### config.mk
export PLATFORM = sky130hd
export DESIGN_NAME = uart_receiver
export DESIGN_NICKNAME = d
export VERILOG_FILES = /design/src/rtl/uart_receiver.sv
export SDC_FILE = /design/constraint.sdc
export NUM_CORES = 1
export LEC_CHECK = 0
export BUFFER_PORTS_ARGS = -buffer_cell sky130_fd_sc_hd__buf_2
export CORE_MARGIN = 2
export CORE_UTILIZATION = 55
export CTS_BUF_LIST = sky130_fd_sc_hd__clkbuf_4 sky130_fd_sc_hd__clkbuf_8 sky130_fd_sc_hd__clkbuf_16
export CTS_CLUSTER_SIZE = 14
export DETAILED_ROUTE_END_ITERATION = 7
export PLACE_DENSITY = 0.83
export SYNTH_ARGS = -nofsm -noshare
export SYNTH_HDL_FRONTEND = slang
export SYNTH_SLANG_ARGS = --single-unit
### constraint.sdc
create_clock -name clk -period 2.85 [get_ports clk]
set_input_delay 0.57 -clock clk [delete_from_list [all_inputs] [get_ports clk]]
set_output_delay 0.57 -clock clk [all_outputs]
set_load 0.01 [all_outputs]
### src/rtl/uart_receiver.sv
// ============================================================================
// Module      : uart_receiver
// Description : 8N1 UART receiver (MSB first), oversampled by baud_tick.
// Revision    : 1.0
// ============================================================================
`default_nettype none

module uart_receiver #(
    parameter int OS_RATE = 16,
    parameter int CW      = 4
) (
    input  logic       clk,
    input  logic       rst_n,
    input  logic       baud_tick,
    input  logic       uart_rx,
    output logic [7:0] data,
    output logic       data_valid,
    output logic       frame_err,
    output logic       busy
);

    typedef enum logic [1:0] {
        IDLE  = 2'd0,
        START = 2'd1,
        DATA  = 2'd2,
        STOP  = 2'd3
    } state_t;

    localparam logic [CW-1:0] c_half_last = CW'(OS_RATE / 2 - 1);
    localparam logic [CW-1:0] c_full_last = CW'(OS_RATE - 1);

    state_t        state_q,      state_d;
    logic [CW-1:0] tick_cnt_q,   tick_cnt_d;
    logic [2:0]    bit_cnt_q,    bit_cnt_d;
    logic [7:0]    shift_q,      shift_d;
    logic [7:0]    data_q,       data_d;
    logic          data_valid_q, data_valid_d;
    logic          frame_err_q,  frame_err_d;
    logic          rx_prev_q,    rx_prev_d;
    logic          rx_meta_q;
    logic          rx_s_q;

    // Everything except the output pulses holds unless baud_tick is high.
    always_comb begin
        state_d      = state_q;
        tick_cnt_d   = tick_cnt_q;
        bit_cnt_d    = bit_cnt_q;
        shift_d      = shift_q;
        data_d       = data_q;
        rx_prev_d    = rx_prev_q;
        data_valid_d = 1'b0;
        frame_err_d  = 1'b0;

        if (baud_tick) begin
            rx_prev_d = rx_s_q;
            case (state_q)
                IDLE: begin
                    if (rx_prev_q && !rx_s_q) begin
                        state_d    = START;
                        tick_cnt_d = '0;
                    end
                end
                START: begin
                    if (tick_cnt_q == c_half_last) begin
                        state_d    = rx_s_q ? IDLE : DATA;
                        tick_cnt_d = '0;
                        bit_cnt_d  = 3'd0;
                    end else begin
                        tick_cnt_d = tick_cnt_q + 1'b1;
                    end
                end
                DATA: begin
                    if (tick_cnt_q == c_full_last) begin
                        shift_d    = {shift_q[6:0], rx_s_q};
                        tick_cnt_d = '0;
                        bit_cnt_d  = bit_cnt_q + 3'd1;
                        if (bit_cnt_q == 3'd7) begin
                            state_d = STOP;
                        end
                    end else begin
                        tick_cnt_d = tick_cnt_q + 1'b1;
                    end
                end
                STOP: begin
                    if (tick_cnt_q == c_full_last) begin
                        state_d    = IDLE;
                        tick_cnt_d = '0;
                        if (rx_s_q) begin
                            data_d       = shift_q;
                            data_valid_d = 1'b1;
                        end else begin
                            frame_err_d  = 1'b1;
                        end
                    end else begin
                        tick_cnt_d = tick_cnt_q + 1'b1;
                    end
                end
                default: begin
                    state_d = IDLE;
                end
            endcase
        end
    end

    // Synchronizer and rx_prev reset high so a released reset never looks like an edge.
    always_ff @(posedge clk or negedge rst_n) begin
        if (!rst_n) begin
            state_q      <= IDLE;
            tick_cnt_q   <= '0;
            bit_cnt_q    <= 3'd0;
            shift_q      <= 8'h00;
            data_q       <= 8'h00;
            data_valid_q <= 1'b0;
            frame_err_q  <= 1'b0;
            rx_prev_q    <= 1'b1;
            rx_meta_q    <= 1'b1;
            rx_s_q       <= 1'b1;
        end else begin
            state_q      <= state_d;
            tick_cnt_q   <= tick_cnt_d;
            bit_cnt_q    <= bit_cnt_d;
            shift_q      <= shift_d;
            data_q       <= data_d;
            data_valid_q <= data_valid_d;
            frame_err_q  <= frame_err_d;
            rx_prev_q    <= rx_prev_d;
            rx_meta_q    <= uart_rx;
            rx_s_q       <= rx_meta_q;
        end
    end

    assign data       = data_q;
    assign data_valid = data_valid_q;
    assign frame_err  = frame_err_q;
    assign busy       = (state_q != IDLE);

endmodule

`default_nettype wire

==> metrics.txt <==
CTS Hold Buffers Added 0; FMAX around 500 MHz; Port Buffers 14; DIE HEIGHT 53.3 um; clock-pin transition on the worst setup and hold timing paths roughly 0.090 ns; CTS sink count 30; num ports 15; area grow syn2layout 9.73%; Avg WL per Cell 14.6 um; Worst R2R Path Depth 5; Switch Pwr 0.270 mW; first-pass GRT wire length 3460 um; sequential cell area around 750 um^2; layout cells sized above 1 0.426; Clock Skew roughly 0.0069 ns; VDD IR max 0.467 mV; RSZ-0062 raised after global routing no; core footprint 2250 um^2; fillers 183; worst r2r src tick_cnt_q[0]$_DFFE_PN0P_; setup_tns 0 ns; CTS Root Cell clkbuf_4; Post-Synthesis Cells a little under 100; area taken by multi-input logic gates 533 um^2; Sw Ratio 0.289; reg2reg end shift_q[1]$_DFFE_PN0P_; Placement Rows 17; vias in the first global route 763; DRT antenna net count 0; kind of critical path reg -> out; power share of the combinational group 0.144; diode count 0; P_leak 0.723 nW; Max Root-Sink Buffers 2; most used flip-flop cell after synthesis dfrtp_1; Overall Power 0.933 mW; FF+latch count, synth 30; Final min period about 2 ns; Final Max Tran Viols 0; worst setup margin 0.842 ns; Worst Max-Slew Pin Slew 0.625 ns; CTS tree built; Clock power frac 0.283; Hold WC Path Type in -> async; Async SR Flop Fraction 1.00; status finished, final reports clean; Post-synth EDFFs 0; fin nets 121; synthesized area per cell 13.8 um^2; data required time at the worst endpoint around 2.3 ns; warnings from Yosys 0; gr usage total 0.181; worst hold-check slack 0.255 ns; Place WS 0.862 ns; CP arrival about 1.4 ns; Power Dens Cells 636 nW/um^2; Flop pwr share 0.573; Seq/Total Area, Yosys 0.564; Placer Congestion 0.756; fin util 0.651; crit path launch type flop; Die Span X around 53 um; CP endpoint kind primary output; CTS buffer count 5; PostCTS Resize Cnt 0; final WL 2090 um; starting density of the core 0.593; clk_lat worst skew 0.32 ns; internal power 0.663 mW; slew margin rel. 0.583; die area 2840 um^2; Mapped Nets ~100; endpoints failing setup 0; crit-path max FO 14; Remaining DRCs 0; grt ovf 0; TritonRoute pass-1 iters 5; Post-CTS Setup Inserts 0; max cap viols 0; detailed-route via count 798; Fin. Hold Viols 0; r2r setup slk a little over 0.9 ns; Iteration-0 DRC Markers 10; initial antenna violation count 0; number of H-tree levels 2; Final HPWL DP 1480 um; Netlist cell types 29; largest net degree at the start of global routing 31; final worst path period share 0.705; vias per cell 5.58; Post-Syn Area approximately 1300 um^2
how the worst max path moves through the flow:
stage	from	endpoint	slack, ns	cells after the start
3_3_place_gp	baud_tick	shift_q[7]$_DFFE_PN0P_	0.91	5
6_report	state_q[0]$_DFFE_PN0P_	busy	0.84	2
4_1_cts	state_q[0]$_DFFE_PN0P_	busy	0.82	2
3_5_place_dp	baud_tick	shift_q[2]$_DFFE_PN0P_	0.86	5
5_1_grt	state_q[0]$_DFFE_PN0P_	busy	0.77	2
2_1_floorplan	tick_cnt_q[0]$_DFFE_PN0P_	shift_q[0]$_DFFE_PN0P_	1.08	7
cells in the final DEF (no fill, tap or decap), types with 2 or more instances in the layout:
cell type / n
mux2i_1: 2
o21ai_0: 7
ha_1: 3
and3_4: 2
nand3_1: 3
inv_1: 3
nand2_1: 5
a31oi_1: 3
clkbuf_4: 6
nor2b_1: 2
mux2_2: 10
nor2_1: 3
buf_2: 14
mux2_4: 8
dfrtp_1: 27
dfstp_2: 3
cells by family after synthesis:
family / Yosys count / share of synthesized area
xor gates and xnor gates: 1 / 0.00655
and+or+nand+nor: 21 / 0.102
buffers and inverters: 7 / 0.0374
DFF: 30 / 0.564
AOI/OAI and AO/OA: 15 / 0.0730
muxes: 20 / 0.189
adders and majority gates: 3 / 0.0281
stage by stage:
step,instances,area (um^2)
final,143,1470
after detailed placement,135,1400
after CTS,143,1470
after global placement,135,1400
after floorplan,97,1340
after global routing,143,1470
state kept, by name (all words and copies together) (netlist names), named ones only:
name,flops
data,8
shift_q,8
tick_cnt_q,4
bit_cnt_q,3
data_valid,1
frame_err,1
rx_meta_q,1
rx_prev_q,1
rx_s_q,1
state_q,1
critical path: stages (launching register included):
cell and delay (ns):
dfrtp_1 0.57, or2_2 0.40, buf_2 0.15
cell type report:
class / instances / area share
well taps: 28 / 0.0239
multi-input cells: 60 / 0.363
clock inverters: 1 / 0.00341
repair buffers: 14 / 0.0477
inverters: 3 / 0.00767
flip-flops and latches: 30 / 0.514
clock buffers: 7 / 0.0401
metal layers:
metal  part of all wire  track usage  up-vias
li1                   -            -      377
met1               0.47        0.225      400
met2               0.47        0.267       16
met3              0.040       0.0593        5
met4              0.021        0.115        0
met5                  0            0        -
power by group through the flow:
stage | registers, mW | logic [mW] | clock network [mW]
finish | 0.535 | 0.135 | 0.264
global route | 0.545 | 0.159 | 0.295
floorplan | 0.510 | 0.125 | 0
detailed placement | 0.539 | 0.138 | 0
CTS | 0.533 | 0.138 | 0.277
global placement | 0.538 | 0.130 | 0
synth_stat cells (2+ instances only):
cell | count | area, um^2
nand2_1 | 5 | 18.8
ha_1 | 3 | 37.5
and3_4 | 2 | 22.5
mux2i_1 | 2 | 20.0
nand3_1 | 3 | 15.0
a31oi_1 | 3 | 18.8
dfstp_2 | 3 | 78.8
inv_1 | 3 | 11.3
nor2b_1 | 2 | 12.5
mux2_4 | 8 | 120
o21ai_0 | 7 | 35.0
mux2_2 | 10 | 113
clkbuf_1 | 2 | 7.51
dfrtp_1 | 27 | 676
nor2_1 | 3 | 11.3
Note: power is estimated with default switching activity, not from simulation.
